--- src/rtl/led_pattern_gen.sv ---
// led_pattern_gen: LED pattern buses for the LEDR selector.
//   - victory running light, defeat full-bar blink, latched hint bar graph
//   - free-running animation prescaler with a one-cycle anim_tick pulse
// Optional feature macro: LED_DICA_FLASH_EN. When defined, the hint bar
// blinks for 4 ticks after each new hint; otherwise the bar is steady.
module led_pattern_gen #(
    parameter int TICK_DIV = 5000000,
    parameter int NLEDS    = 18
) (
    input  logic             CLOCK_50,
    input  logic             reset,
    input  logic             senha_correta,
    input  logic             derrota,
    input  logic             hint_valid,
    input  logic [4:0]       hint_score,
    output logic [NLEDS-1:0] leds_vitoria,
    output logic [NLEDS-1:0] leds_derrota,
    output logic [NLEDS-1:0] leds_dica,
    output logic             anim_tick
);

    localparam int              PW         = (TICK_DIV > 2) ? $clog2(TICK_DIV) : 1;
    localparam logic [PW-1:0]   PRESC_LAST = PW'(TICK_DIV - 1);
    localparam int              POSW       = (NLEDS > 2) ? $clog2(NLEDS) : 1;
    localparam logic [POSW-1:0] POS_LAST   = POSW'(NLEDS - 1);

    typedef enum logic [1:0] {
        ST_IDLE    = 2'd0,
        ST_VICTORY = 2'd1,
        ST_DEFEAT  = 2'd2
    } state_t;

    // Bar graph with the lowest min(score, NLEDS) bits set; saturation falls
    // out of the per-bit compare.
    function automatic logic [NLEDS-1:0] bar_mask(input logic [4:0] score);
        logic [NLEDS-1:0] m;
        for (int i = 0; i < NLEDS; i++) begin
            m[i] = (i < int'(score));
        end
        return m;
    endfunction

    state_t            r_state;
    state_t            w_state_nxt;
    logic              w_entry;
    logic [PW-1:0]     r_presc;
    logic [PW-1:0]     w_presc_nxt;
    logic              r_tick;
    logic [POSW-1:0]   r_pos;
    logic [POSW-1:0]   w_pos_nxt;
    logic              r_phase;
    logic              w_phase_nxt;
    logic [NLEDS-1:0]  r_vit;
    logic [NLEDS-1:0]  r_der;
    logic [NLEDS-1:0]  r_bar;
    logic [NLEDS-1:0]  w_bar_nxt;
    logic [NLEDS-1:0]  r_dica;
    logic [NLEDS-1:0]  w_dica_nxt;
    logic [NLEDS-1:0]  w_onehot;

    // Next-state decode; w_entry flags any transition into an animated state.
    always_comb begin
        w_state_nxt = r_state;
        w_entry     = 1'b0;
        case (r_state)
            ST_IDLE: begin
                if (senha_correta) begin
                    w_state_nxt = ST_VICTORY;
                    w_entry     = 1'b1;
                end else if (derrota) begin
                    w_state_nxt = ST_DEFEAT;
                    w_entry     = 1'b1;
                end else begin
                    w_state_nxt = ST_IDLE;
                end
            end
            ST_VICTORY: begin
                if (!senha_correta) begin
                    w_state_nxt = ST_IDLE;
                end else begin
                    w_state_nxt = ST_VICTORY;
                end
            end
            ST_DEFEAT: begin
                if (senha_correta) begin
                    w_state_nxt = ST_VICTORY;
                    w_entry     = 1'b1;
                end else if (!derrota) begin
                    w_state_nxt = ST_IDLE;
                end else begin
                    w_state_nxt = ST_DEFEAT;
                end
            end
            default: begin
                w_state_nxt = ST_IDLE;
            end
        endcase
    end

    // Prescaler, chaser position and blink phase next values; entry restarts all.
    always_comb begin
        w_presc_nxt = r_presc;
        w_pos_nxt   = r_pos;
        w_phase_nxt = r_phase;
        if (w_entry) begin
            w_presc_nxt = '0;
            w_pos_nxt   = '0;
            w_phase_nxt = 1'b1;
        end else begin
            if (r_presc == PRESC_LAST) begin
                w_presc_nxt = '0;
            end else begin
                w_presc_nxt = r_presc + 1'b1;
            end
            if (r_tick) begin
                w_phase_nxt = ~r_phase;
                if (r_pos == POS_LAST) begin
                    w_pos_nxt = '0;
                end else begin
                    w_pos_nxt = r_pos + 1'b1;
                end
            end else begin
                w_pos_nxt   = r_pos;
                w_phase_nxt = r_phase;
            end
        end
    end

    // State register.
    always_ff @(posedge CLOCK_50) begin
        if (reset) begin
            r_state <= ST_IDLE;
        end else begin
            r_state <= w_state_nxt;
        end
    end

    // Prescaler and tick; r_tick is high exactly while r_presc sits at its last count.
    always_ff @(posedge CLOCK_50) begin
        if (reset) begin
            r_presc <= '0;
            r_tick  <= 1'b0;
        end else begin
            r_presc <= w_presc_nxt;
            r_tick  <= (w_presc_nxt == PRESC_LAST);
        end
    end

    // Animation phase registers.
    always_ff @(posedge CLOCK_50) begin
        if (reset) begin
            r_pos   <= '0;
            r_phase <= 1'b0;
        end else begin
            r_pos   <= w_pos_nxt;
            r_phase <= w_phase_nxt;
        end
    end

    assign w_onehot = {{(NLEDS-1){1'b0}}, 1'b1} << r_pos;

    // Registered animation outputs, forced to zero outside their own state.
    always_ff @(posedge CLOCK_50) begin
        if (reset) begin
            r_vit <= '0;
            r_der <= '0;
        end else begin
            r_vit <= (r_state == ST_VICTORY) ? w_onehot : '0;
            r_der <= ((r_state == ST_DEFEAT) && r_phase) ? '1 : '0;
        end
    end

    assign w_bar_nxt = hint_valid ? bar_mask(hint_score) : r_bar;

`ifdef LED_DICA_FLASH_EN
    logic [2:0] r_flash_cnt;
    logic [2:0] w_flash_cnt_nxt;

    // Remaining flash ticks: odd counts blank the bar, even counts (and 0) show it.
    always_comb begin
        w_flash_cnt_nxt = r_flash_cnt;
        if (hint_valid) begin
            w_flash_cnt_nxt = 3'd4;
        end else if (r_tick && (r_flash_cnt != 3'd0)) begin
            w_flash_cnt_nxt = r_flash_cnt - 3'd1;
        end else begin
            w_flash_cnt_nxt = r_flash_cnt;
        end
        w_dica_nxt = w_flash_cnt_nxt[0] ? '0 : w_bar_nxt;
    end

    // Flash counter register.
    always_ff @(posedge CLOCK_50) begin
        if (reset) begin
            r_flash_cnt <= 3'd0;
        end else begin
            r_flash_cnt <= w_flash_cnt_nxt;
        end
    end
`else
    assign w_dica_nxt = w_bar_nxt;
`endif

    // Latched hint bar and its registered display value; cleared only by reset.
    always_ff @(posedge CLOCK_50) begin
        if (reset) begin
            r_bar  <= '0;
            r_dica <= '0;
        end else begin
            r_bar  <= w_bar_nxt;
            r_dica <= w_dica_nxt;
        end
    end

    assign leds_vitoria = r_vit;
    assign leds_derrota = r_der;
    assign leds_dica    = r_dica;
    assign anim_tick    = r_tick;

endmodule
--- config.mk ---
export PLATFORM = sky130hd
export DESIGN_NAME = led_pattern_gen
export DESIGN_NICKNAME = d
export VERILOG_FILES = /design/src/rtl/led_pattern_gen.sv
export SDC_FILE = /design/constraint.sdc
export NUM_CORES = 1
export LEC_CHECK = 0
export CAP_MARGIN = 15
export CORE_MARGIN = 4
export CORE_UTILIZATION = 54
export DETAILED_ROUTE_END_ITERATION = 8
export PLACE_DENSITY = 0.88
export SYNTH_ARGS = -nofsm -noshare
export SYNTH_HDL_FRONTEND = slang
export SYNTH_SLANG_ARGS = --single-unit
--- constraint.sdc ---
create_clock -name CLOCK_50 -period 3.7 [get_ports CLOCK_50]
set_input_delay 0.74 -clock CLOCK_50 [delete_from_list [all_inputs] [get_ports CLOCK_50]]
set_output_delay 0.74 -clock CLOCK_50 [all_outputs]
set_load 0.01 [all_outputs]
==> impl_metrics.json <==
{
  "die_area_mm2": 0.00686,
  "clkSinkCount": 69,
  "rr_endpoint": "r_presc[7]",
  "hold_viol_final": 0,
  "wl_per_cell_um": 14.0,
  "yosysSeqAreaShare": 0.457,
  "period_needed_ps": 2320,
  "cts.path.max_buffers": 2,
  "power_leakage_uw": 0.00139,
  "relSlewSlack": 0.566,
  "seqPwrFrac": 0.541,
  "synth_cell_types": 55,
  "rr_startpoint": "r_presc[0]",
  "finalCritPeriodShare": 0.628,
  "wirelength_um": 6320,
  "ys_ff_latch": 69,
  "hold_buffers": 0,
  "ff_latch_area_mm2": 0.00138,
  "cts_tree": "built",
  "required_ps": 3960,
  "path_class": "in2reg",
  "die_h_um": 82.8,
  "hold_depth": 1,
  "drc": 0,
  "p_switching_uw": 337,
  "worst_pin_slew_ps": 651,
  "arrival_ps": 2580,
  "syn_to_final_growth_pct": 24.4,
  "skew_ps": 8.85,
  "setup_viol": 0,
  "worst_setup_path_end_kind": "register",
  "grt_pass1_wl_um": 10700,
  "reg2reg_slack_ps": 1570,
  "grtUsageTotal": 0.189,
  "comb_power_share": 0.077,
  "cts_buffers": 9,
  "drtAntennaViolNets": 0,
  "finalSetupTns_ps": 0,
  "synthSimpleGateAreaFrac": 0.291,
  "htree_levels": 3,
  "synth_compound_area_frac": 0.0703,
  "async_reset_ff_frac": 0,
  "cts_setup_buffers": 0,
  "path_clk_slew_ps": 70,
  "synth_area_per_cell_um2": 9.14,
  "port_buffers": 64,
  "min-delay-path-class": "reg2reg",
  "cts.repair.resized": 0,
  "rsz0062_at_grt": "no",
  "drtIter0Drc": 115,
  "num_rows": 26,
  "peakVddDrop_mv": 0.227,
  "p_int_uw": 1090,
  "synthMuxAreaShare": 0.00662,
  "fin_nets": 394,
  "gp_congestion": 0.879,
  "start_kind": "primary input",
  "overflow": 0,
  "drv_cap": 0,
  "clk_latency_ps": 340,
  "antenna_cells": 0,
  "synth_xor_area_frac": 0.0753,
  "synth_top_flop_cell": "dfxtp_1",
  "min_from": "r_presc[0]",
  "initial_utilization": 0.574,
  "fp.dieW_um": 82.8,
  "fillers": 409,
  "via_per_inst": 5.33,
  "synthCells": 331,
  "cp_max_fo": 20,
  "synth_fp_nets": 348,
  "swShare": 0.236,
  "multiInputGateArea_mm2": 0.00143,
  "clkPwrFrac": 0.382,
  "r2r_cells": 5,
  "synth_top_family_by_area": "simple AND/OR/NAND/NOR gates",
  "utilization": 0.714,
  "netlist_area_mm2": 0.00302,
  "first_pass_iters": 4,
  "core_mm2": 0.00527,
  "min_delay_worst_endpoint": "r_presc[0]",
  "dpl.hpwl_um": 4460,
  "drv_slew": 0,
  "layout_common_cells": "69 x dfxtp_1, 64 x clkdlybuf4s50_1, 58 x nor2_1, 17 x nor3_1, 17 x nand2_1",
  "cts-root-buf": "clkbuf_8",
  "synth_edf_count": 0,
  "yosysWarnings": 0,
  "grt_pass1_vias": 2272,
  "vias": 2408,
  "drive_above_1_share": 0.0916,
  "layout_commonest_cell": "dfxtp_1",
  "grt_max_degree": 22,
  "synth_adder_area_share": 0.0290,
  "antenna_found_initial": 0,
  "fmax_mhz": 430,
  "status": "completed",
  "io_pins": 65,
  "power.density_mw_per_mm2": 380
}
==> cell usage after synthesis (all sizes together) (2+ instances only) <==
master / number / area share
dfxtp: 69 / 0.46
nor4bb: 2 / 0.0066
or3: 2 / 0.0041
and2: 4 / 0.0083
nor4: 7 / 0.026
nor3b: 2 / 0.0050
nor2: 59 / 0.074
o22ai: 2 / 0.0041
nor4b: 4 / 0.014
a21oi: 9 / 0.016
buf: 21 / 0.048
inv: 8 / 0.0099
nor3: 19 / 0.037
nand4: 5 / 0.015
o21ai: 2 / 0.0033
xnor2: 11 / 0.032
a31oi: 2 / 0.0041
a211oi: 6 / 0.015
nand2: 17 / 0.021
ha: 7 / 0.029
and3: 13 / 0.030
clkbuf: 10 / 0.012
xor2: 15 / 0.043
nand2b: 5 / 0.010
mux2i: 2 / 0.0066
nand3: 13 / 0.027
==> final cells by class <==
type / instances / share of cell area
Tap cell: 70 / 0.0233
Inverter: 8 / 0.00798
Clock inverter: 4 / 0.00599
Clock buffer: 12 / 0.0413
Multi-Input combinational cell: 223 / 0.380
Timing Repair Buffer: 66 / 0.174
Sequential cell: 69 / 0.367
==> cell families (layout without fill, tap and decap cells) <==
family / Yosys count / in the layout
and+or+nand+nor: 157 / 157
adders and majority gates: 7 / 7
buffers and inverters: 39 / 90
AOI/OAI and AO/OA: 31 / 31
DFF: 69 / 69
xor gates and xnor gates: 26 / 26
muxes: 2 / 2
==> routing by layer <==
metal  vias to the layer above  routed length [µm]  global-route usage
li1                       1209                   -                   -
met1                      1108                2710               0.221
met2                        76                3060               0.308
met3                        15                 386              0.0564
met4                         0                 166               0.104
met5                         -                   0                   0
==> power groups by stage <==
stage | combinational [µW] | sequential, µW | clock (µW)
finish | 110 | 773 | 546
global route | 119 | 774 | 594
CTS | 110 | 772 | 557
detailed placement | 109 | 789 | 0
global placement | 106 | 789 | 0
floorplan | 49.9 | 795 | 0
==> registers in the layout, summed over array words and instances (netlist names) <==
name / cells
anim_tick: 1
leds_derrota: 1
leds_dica: 18
leds_vitoria: 18
r_phase: 1
r_pos: 5
r_presc: 23
r_state: 2
==> how the worst max path moves through the flow <==
stage                      from         endpoint  slack [ps]
2_1_floorplan           derrota        anim_tick        1750
3_3_place_gp              reset      r_presc[20]        1130
3_5_place_dp              reset        anim_tick        1060
4_1_cts        leds_derrota[16]  leds_derrota[3]        1350
5_1_grt           senha_correta       r_presc[7]        1260
6_report                  reset        anim_tick        1380
==> stage by stage <==
stage	instances	worst slack, ps	instance area (µm²)	total power (µW)	hold WS (ps)
after detailed placement	436	1060	3580	898	461
after global placement	436	1130	3580	895	453
after CTS	452	1350	3760	1440	478
final	452	1380	3760	1430	474
after global routing	452	1260	3760	1490	498
after floorplan	331	1750	3020	844	426
==> worst max-delay path, stage by stage <==
cell and delay [ps]:
clkdlybuf4s50_1 490, buf_4 250, or2_1 330, nor4_2 310
o2111ai_1 180, nor4b_2 290
No activity file was read; power rests on OpenSTA's default activity.
